### src/rtl/unified_mem_arbiter.sv
// Arbitrates one shared memory port between the instruction-fetch and data ports.
// The data port has priority, one transaction is outstanding at a time, and a stalled access is aborted after MAX_WAIT cycles.
module unified_mem_arbiter #(
    parameter int unsigned WIDTH    = 32,
    parameter int unsigned MAX_WAIT = 15
) (
    input  logic             clk,
    input  logic             rst,
    input  logic             if_req,
    input  logic [WIDTH-1:0] if_addr,
    output logic [WIDTH-1:0] if_rdata,
    output logic             if_ready,
    input  logic             dm_read,
    input  logic             dm_write,
    input  logic [WIDTH-1:0] dm_addr,
    input  logic [WIDTH-1:0] dm_wdata,
    output logic [WIDTH-1:0] dm_rdata,
    output logic             dm_ready,
    output logic             mem_req,
    output logic             mem_we,
    output logic [WIDTH-1:0] mem_addr,
    output logic [WIDTH-1:0] mem_wdata,
    input  logic [WIDTH-1:0] mem_rdata,
    input  logic             mem_ack,
    output logic             stall,
    output logic             err
);

    localparam int unsigned CNT_W = 8;

    typedef enum logic [1:0] {
        IDLE  = 2'd0,
        DATA  = 2'd1,
        FETCH = 2'd2
    } state_t;

    state_t           state, state_nxt;
    logic [CNT_W-1:0] wait_cnt, wait_cnt_nxt;

    logic             mem_req_nxt, mem_we_nxt, if_ready_nxt, dm_ready_nxt, err_nxt;
    logic [WIDTH-1:0] mem_addr_nxt, mem_wdata_nxt, if_rdata_nxt, dm_rdata_nxt;

    logic dm_pend_c, busy_c, done_c, timeout_c;

    assign dm_pend_c = dm_read | dm_write;
    assign busy_c    = (state != IDLE);
    // A late ack on the saturation cycle still wins over the timeout.
    assign done_c    = busy_c & mem_ack;
    assign timeout_c = busy_c & ~mem_ack & (wait_cnt == CNT_W'(MAX_WAIT));

    assign stall = (dm_pend_c & ~dm_ready) | (if_req & ~if_ready);

    // State register
    always_ff @(posedge clk or negedge rst) begin
        if (!rst) state <= IDLE;
        else      state <= state_nxt;
    end

    // Next-state logic
    always_comb begin
        state_nxt = state;
        case (state)
            IDLE: begin
                if (dm_pend_c)   state_nxt = DATA;
                else if (if_req) state_nxt = FETCH;
            end
            DATA, FETCH: begin
                if (done_c || timeout_c) state_nxt = IDLE;
            end
            default: state_nxt = IDLE;
        endcase
    end

    // Next values for the registered outputs
    always_comb begin
        mem_req_nxt   = mem_req;
        mem_we_nxt    = mem_we;
        mem_addr_nxt  = mem_addr;
        mem_wdata_nxt = mem_wdata;
        if_rdata_nxt  = if_rdata;
        dm_rdata_nxt  = dm_rdata;
        if_ready_nxt  = 1'b0;
        dm_ready_nxt  = 1'b0;
        err_nxt       = err;
        wait_cnt_nxt  = wait_cnt;
        case (state)
            IDLE: begin
                if (dm_pend_c) begin
                    mem_req_nxt   = 1'b1;
                    mem_we_nxt    = dm_write;
                    mem_addr_nxt  = dm_addr;
                    mem_wdata_nxt = dm_write ? dm_wdata : '0;
                    wait_cnt_nxt  = '0;
                end else if (if_req) begin
                    mem_req_nxt   = 1'b1;
                    mem_we_nxt    = 1'b0;
                    mem_addr_nxt  = if_addr;
                    mem_wdata_nxt = '0;
                    wait_cnt_nxt  = '0;
                end
            end
            DATA, FETCH: begin
                if (done_c) begin
                    mem_req_nxt = 1'b0;
                    if (state == DATA) begin
                        dm_ready_nxt = 1'b1;
                        if (!mem_we) dm_rdata_nxt = mem_rdata;
                    end else begin
                        if_ready_nxt = 1'b1;
                        if_rdata_nxt = mem_rdata;
                    end
                end else if (timeout_c) begin
                    mem_req_nxt = 1'b0;
                    err_nxt     = 1'b1;
                    if (state == DATA) begin
                        dm_ready_nxt = 1'b1;
                        dm_rdata_nxt = '0;
                    end else begin
                        if_ready_nxt = 1'b1;
                        if_rdata_nxt = '0;
                    end
                end else if (wait_cnt != CNT_W'(MAX_WAIT)) begin
                    wait_cnt_nxt = wait_cnt + CNT_W'(1);
                end
            end
            default: ;
        endcase
    end

    // Output and counter registers
    always_ff @(posedge clk or negedge rst) begin
        if (!rst) begin
            mem_req   <= 1'b0;
            mem_we    <= 1'b0;
            mem_addr  <= '0;
            mem_wdata <= '0;
            if_rdata  <= '0;
            dm_rdata  <= '0;
            if_ready  <= 1'b0;
            dm_ready  <= 1'b0;
            err       <= 1'b0;
            wait_cnt  <= '0;
        end else begin
            mem_req   <= mem_req_nxt;
            mem_we    <= mem_we_nxt;
            mem_addr  <= mem_addr_nxt;
            mem_wdata <= mem_wdata_nxt;
            if_rdata  <= if_rdata_nxt;
            dm_rdata  <= dm_rdata_nxt;
            if_ready  <= if_ready_nxt;
            dm_ready  <= dm_ready_nxt;
            err       <= err_nxt;
            wait_cnt  <= wait_cnt_nxt;
        end
    end

endmodule

### config.mk
export PLATFORM = sky130hd
export DESIGN_NAME = unified_mem_arbiter
export DESIGN_NICKNAME = d
export VERILOG_FILES = /design/src/rtl/unified_mem_arbiter.sv
export SDC_FILE = /design/constraint.sdc
export NUM_CORES = 1
export LEC_CHECK = 0
export ABC_CLOCK_PERIOD_IN_PS = 2200
export BUFFER_PORTS_ARGS = -buffer_cell sky130_fd_sc_hd__buf_2
export CORE_ASPECT_RATIO = 0.8
export CORE_UTILIZATION = 30
export DETAILED_ROUTE_END_ITERATION = 16
export PLACE_DENSITY = 0.55
export SYNTH_ARGS = -nofsm -noshare
export SYNTH_HDL_FRONTEND = slang
export SYNTH_SLANG_ARGS = --single-unit
### constraint.sdc
create_clock -name clk -period 2.2 [get_ports clk]
set_input_delay 0.22 -clock clk [delete_from_list [all_inputs] [get_ports clk]]
set_output_delay 0.22 -clock clk [all_outputs]
set_load 0.02 [all_outputs]
==> results of run 1 <==
## worst max path at each step
| stage | depth (start not counted) | end |
|---|---|---|
| after floorplan | 7 | if_rdata[10] |
| after global placement | 6 | if_rdata[22] |
| after detailed placement | 6 | if_rdata[25] |
| after CTS | 6 | if_rdata[0] |
| after global routing | 6 | if_rdata[18] |
| final | 6 | if_rdata[0] |
## cell usage after synthesis, types with 2 or more instances
library cell and count:
o21ai_1 2, a31oi_1 3, ha_1 3, inv_1 6, nand2_1 103, o21ai_0 38
and3_1 3, nor2_1 9, dfrtp_1 143, a22o_1 64, o21a_1 2, clkbuf_1 24
a41o_1 3, buf_2 6, nand2b_1 2, a21oi_1 4, mux2i_1 32, buf_6 6
nand4_1 3, or3_1 2, nand3_1 34
## worst reg2reg max path, cell delays in order (launching register included)
cell and delay [ns]:
dfrtp_1 0.38, ha_1 0.22, and3_1 0.28, a21oi_2 0.10, or3_1 0.42, buf_12 0.20
a22o_1 0.26
## final cells by class
cell class | instances | area, µm² | area share, %
clock buffer | 22 | 464 | 5.69
clock inverter | 10 | 128 | 1.56
inverter | 7 | 26.3 | 0.322
multi-input combinational | 326 | 2070 | 25.4
sequential | 143 | 3580 | 43.9
tap | 258 | 323 | 3.96
timing repair buffer | 283 | 1570 | 19.2
## cells by family (layout without fill, tap and decap cells)
group,after synthesis,count (layout),synth area share (%)
and+or+nand+nor,163,163,12.5
muxes,33,33,5.67
adders and majority gates,3,3,0.642
AOI/OAI and AO/OA,126,126,16.1
DFF,143,143,61.2
buffers and inverters,44,322,3.78
xor gates and xnor gates,1,1,0.150
## metrics by stage
stage,cells,instance area (µm²),power (W),utilization [%]
floorplan,513,5850,0.00790,-
global placement,1015,7550,0.00994,39.7
detailed placement,1015,7550,0.00997,39.7
CTS,1048,8150,0.0129,42.8
global route,1049,8160,0.0136,42.9
finish,1049,8160,0.0127,42.9
## registers in the layout, summed over array words and instances, names as in the netlist
| signal | count |
|---|---|
| dm_rdata | 32 |
| mem_addr | 32 |
| mem_we | 1 |
| if_rdata | 32 |
| wait_cnt | 8 |
| err | 1 |
| if_ready | 1 |
| mem_wdata | 32 |
| state | 2 |
| mem_req | 1 |
| dm_ready | 1 |
## what timing repair did
| item | 4_1_cts | 5_1_grt |
|---|---|---|
| setup endpoints to repair | 0 | 0 |
| hold buffers | 1 | 1 |
| setup buffers | 0 | 0 |
| hold endpoints to repair | 46 | 1 |
## power groups by stage
| stage | clock network [W] | registers [W] | logic, W |
|---|---|---|---|
| CTS | 0.00296 | 0.00444 | 0.00552 |
| global route | 0.00309 | 0.00458 | 0.00592 |
| finish | 0.00288 | 0.00443 | 0.00544 |
| detailed placement | 0 | 0.00443 | 0.00554 |
| floorplan | 0 | 0.00588 | 0.00202 |
| global placement | 0 | 0.00446 | 0.00548 |
## routing by layer
layer,track usage [%],wire (µm),vias up
met5,0,0,-
met4,5.60,143,0
met3,4.82,1000,8
met2,24.9,7380,157
met1,21.9,7340,2328
li1,-,-,2357
==> flow_summary.yaml, run 1 <==
status:
  status: "completed"
floorplan:
  initial_core_util_pct: 30.7
  die-area_um2: 20100
  rows: 45
  num_io_pins: 268
  core_um2: 19000
  die_h_um: 127
  die_w_um: 158
yosys:
  synth-edff-count: 0
  syn_avg_cell_area_um2: 11.4
  syn_area_um2: 5850
  synth_top_area_share_pct: 61.2
  ys_ff_latch: 143
  yosysWarnings: 0
  yosys.area.top_type: "dfrtp_1"
  synth_area_leaders: "dfrtp_1 (61%), a22o_1 (9.6%), nand2_1 (6.6%)"
  syn_nets: 650
  async_reset_ff_share_pct: 100
  synth_seq_area_share_pct: 61.2
  ys_types: 42
  synthFlopType: "dfrtp_1"
  syn-instance-count: 513
clock_network:
  root_buffer: "clkbuf_16"
  cts_max_level: 4
  insertion_delay_ns: 0.41
  clockBufferDepth: 2
  ctsResizeCount: 0
  cts.reportedPaths.clkPinSlew_ns: 0.06
  cts_made_buffers: 17
  cts_tree: "done"
  cts_sinks: 143
global_route:
  grt_pass1_vias: 4618
  grt_pass1_wl_um: 25000
  track_usage_pct: 16.3
  grt_antenna_before_repair: 0
  grt_max_degree: 91
  grt_overflow_total: 0
timing:
  finalCritPeriodShare_pct: 89.4
  setup_viol: 0
  min_period_ns: 1.97
  worst_slack_ns: 0.234
  hold_viol_final: 0
  fmax_mhz: 509
  relSlewSlack_pct: 55.1
  skew_ns: 0.0114
  tightest_slew_ns: 0.674
  maxSlewViolCount: 0
  hold_ws_ns: 0.0312
  rsz0062_at_grt: "no"
  fin_tns_setup_ns: 0
route:
  routed_via_density: 4.62
  via_count: 4850
  drt_first_pass_iters: 4
  wirelength_um: 15900
  ant_nets: 0
  drc: 0
  drt_iter0_markers: 212
  wl_per_cell_um: 15.1
worst_setup_path:
  start_kind: "flop"
  cp.arrival_ns: 2.26
  r2r-end: "if_rdata[0]"
  ff2ff_path_depth: 6
  cp_max_fo: 32
  cp-end-kind: "flop"
  critical_path_class: "reg -> reg"
  critPathBufInv: 1
  path_cells: "ha_1, and3_1, a21oi_2, or3_1, buf_12, a22o_1"
  crit_required_ns: 2.50
  crit_path_top_delay_cell: "or3_1"
  cp-startpoint: "wait_cnt[0]"
  cp_top_family: "simple AND/OR/NAND/NOR gates"
  ff2ff_setup_slack_ns: 0.23
  crit-reg2reg-launch: "wait_cnt[0]"
  slowest_delay_ns: 0.42
place:
  globalplace.congestion: 0.755
  post-place-ws_ns: 0.244
  dp_hpwl_um: 10900
  io_buffers: 267
worst_hold_path:
  hold_class: "in -> reg"
  min_path_cells: 3
  min_from: "dm_wdata[13]"
  hold_path_end: "mem_wdata[13]"
cells_and_area:
  fillers: 1890
  antenna_cells: 0
  drive_above_1_share_pct: 40.5
  synthToLayoutAreaGrowth_pct: 39.4
  mostFrequentLayoutCell: "buf_2"
  num-nets-final: 915
  final_cell_mix: "buf_2 (266), dfrtp_1 (143), nand2_1 (103)"
power:
  seq_power_share_pct: 34.8
  power.switching_w: 0.00520
  pwr_density_cell_nw_per_um2: 1560
  p_int_w: 0.00755
  comb_power_share_pct: 42.6
  p_sw_share_pct: 40.8
  ir_drop_mv: 0.587
  p_leak_nw: 4.33
  power_frac_clock_pct: 22.6
flow_run:
  maxCapViolations: 0
Power figures use the tool's default switching activity.
==> inputs of run 2 (changes only) <==
--- a/config.mk
+++ b/config.mk
@@ -11,6 +11,7 @@
 export CORE_UTILIZATION = 30
 export DETAILED_ROUTE_END_ITERATION = 16
 export PLACE_DENSITY = 0.55
+export RECOVER_POWER = 100
 export SYNTH_ARGS = -nofsm -noshare
 export SYNTH_HDL_FRONTEND = slang
 export SYNTH_SLANG_ARGS = --single-unit
==> run 2 against run 1 <==
Compared with the run above:
- critical path depth is 1 lower
- count of clock-buffer cells in the layout unchanged
- clock power about the same
- utilization down 1.1 points
- die area did not move
- via count down 0.21%
- worst hold slack got worse by 0.0047 ns
- critical path type unchanged
==> flow_summary.yaml, run 2 (synthesis results as in run 1) <==
floorplan:
  die-area_um2: 20100
  die_w_um: 158
  initial_core_util_pct: 30.7
  die_h_um: 127
  core_um2: 19000
  num_io_pins: 268
  rows: 45
cells_and_area:
  num-nets-final: 915
  synthToLayoutAreaGrowth_pct: 35.8
  multi_input_area_um2: 2050
  mostFrequentLayoutCell: "dfrtp_1"
  design_area_um2: 7950
  regArea_um2: 3580
  antenna_cells: 0
  fillers: 1957
  drive_above_1_share_pct: 23.1
  final_cell_mix: "dfrtp_1 (143), clkbuf_1 (138), buf_2 (132)"
worst_setup_path:
  critical_path_class: "reg -> reg"
  crit_required_ns: 2.49
  cp-end-kind: "flop"
  critPathBufInv: 1
  path_cells: "or4_4, o31ai_1, nand3_4, buf_12, a22o_1"
  start_kind: "flop"
  cp_max_fo: 32
  slowest_delay_ns: 0.57
  crit_path_top_delay_cell: "or4_4"
  cp_top_family: "simple AND/OR/NAND/NOR gates"
  cp.arrival_ns: 2.33
global_route:
  met2_usage_pct: 24.9
  grt_overflow_total: 0
  track_usage_pct: 16.3
  grt_antenna_before_repair: 0
  use_met3_pct: 4.82
  grt_pass1_vias: 4618
  grt_max_degree: 91
  grt.busiest_layer: "met2"
  grt_pass1_wl_um: 25000
  globalRouteMet1Util_pct: 21.9
route:
  routed_via_density: 4.61
  wl_per_cell_um: 15.2
  drt_first_pass_iters: 4
  via_count: 4840
  drt_iter0_markers: 209
  wirelength_um: 15900
  ant_nets: 0
  drc: 0
timing:
  rsz0062_at_grt: "no"
  maxSlewViolCount: 0
  relSlewSlack_pct: 19.4
  skew_ns: 0.0179
  tightest_slew_ns: 1.21
  fin_tns_setup_ns: 0
  fmax_mhz: 491
  setup_viol: 0
  hold_viol_final: 0
  min_period_ns: 2.04
  finalCritPeriodShare_pct: 92.6
clock_network:
  cts_max_level: 4
  ctsResizeCount: 0
  cts_tree: "done"
  root_buffer: "clkbuf_16"
  post_cts_buffers: 0
  insertion_delay_ns: 0.42
  cts.hold.buffers_added: 1
  cts_made_buffers: 17
  cts_sinks: 143
  clockBufferDepth: 2
  cts.reportedPaths.clkPinSlew_ns: 0.06
flow_run:
  maxCapViolations: 0
power:
  ir_drop_mv: 0.553
  p_leak_nw: 3.86
  pwr_density_cell_nw_per_um2: 1560
place:
  io_buffers: 267
  dp_hpwl_um: 10900
  placed_area_um2: 7550
  globalplace.congestion: 0.755
status:
  status: "completed"
worst_hold_path:
  hold_class: "in -> reg"
==> run 2: cell types whose count changed in the layout (fill, tap and decap cells not counted) <==
| cell | before | now |
|---|---|---|
| buf_4 | 6 | 5 |
| o31ai_1 | 0 | 1 |
| a21oi_2 | 1 | 0 |
| o21ai_0 | 38 | 40 |
| buf_2 | 266 | 132 |
| a21oi_1 | 4 | 5 |
| clkbuf_1 | 3 | 138 |
| buf_6 | 1 | 2 |
| buf_12 | 8 | 6 |
| o21ai_1 | 2 | 0 |
| clkbuf_2 | 0 | 1 |
| o31ai_4 | 2 | 1 |
==> run 2: routing by layer <==
metal | up-vias | routed length (µm) | part of all wire, %
met5 | - | 0 | 0
met2 | 157 | 7520 | 47
li1 | 2357 | - | -
met3 | 7 | 954 | 6.0
met4 | 0 | 120 | 0.75
met1 | 2319 | 7330 | 46
==> run 2: power breakdown <==
part	total (W)	switching, W	internal, W
Combinational	0.00508	0.00346	0.00161
Sequential	0.00447	0.000643	0.00383
Clock	0.00289	0.00114	0.00175
==> run 2: layout make-up <==
cell class	instances	share of cell area, %
flip-flops and latches	143	45.0
multi-input cells	326	25.8
repair buffers	283	17.3
clock buffers	22	5.84
well taps	258	4.06
clock inverters	10	1.61
inverters	7	0.331
==> run 2: stage by stage <==
stage / power, W / hold slack [ns] / setup WS (ns) / cells / utilization, %
floorplan: 0.00790 / -0.0756 / 0.376 / 513 / -
global placement: 0.00994 / 0.188 / 0.283 / 1015 / 39.7
detailed placement: 0.00997 / 0.186 / 0.244 / 1015 / 39.7
CTS: 0.0129 / 0.00391 / 0.231 / 1048 / 42.8
global route: 0.0133 / 0.0106 / 0.0779 / 1049 / 41.7
finish: 0.0124 / 0.0265 / 0.163 / 1049 / 41.7
==> run 2: path summary, 6_finish.rpt <==
check                           slack [ns]          start  cells after the start       endpoint
worst max-delay path                  0.16    wait_cnt[5]                      5    dm_rdata[2]
worst min-delay path                  0.03   dm_wdata[13]                      3  mem_wdata[13]
worst max register to register        0.16    wait_cnt[5]                      5    dm_rdata[2]
worst min register to register        0.46  mem_wdata[28]                      2  mem_wdata[28]
max in group asynchronous             0.72            rst                      3   if_rdata[29]
min in group asynchronous             0.59            rst                      2  mem_wdata[19]
==> run 2: worst reg2reg max path: stages, from the launching register on <==
cell,delay [ns]
dfrtp_1,0.45
or4_4,0.57
o31ai_1,0.39
nand3_4,0.11
buf_12,0.18
a22o_1,0.22
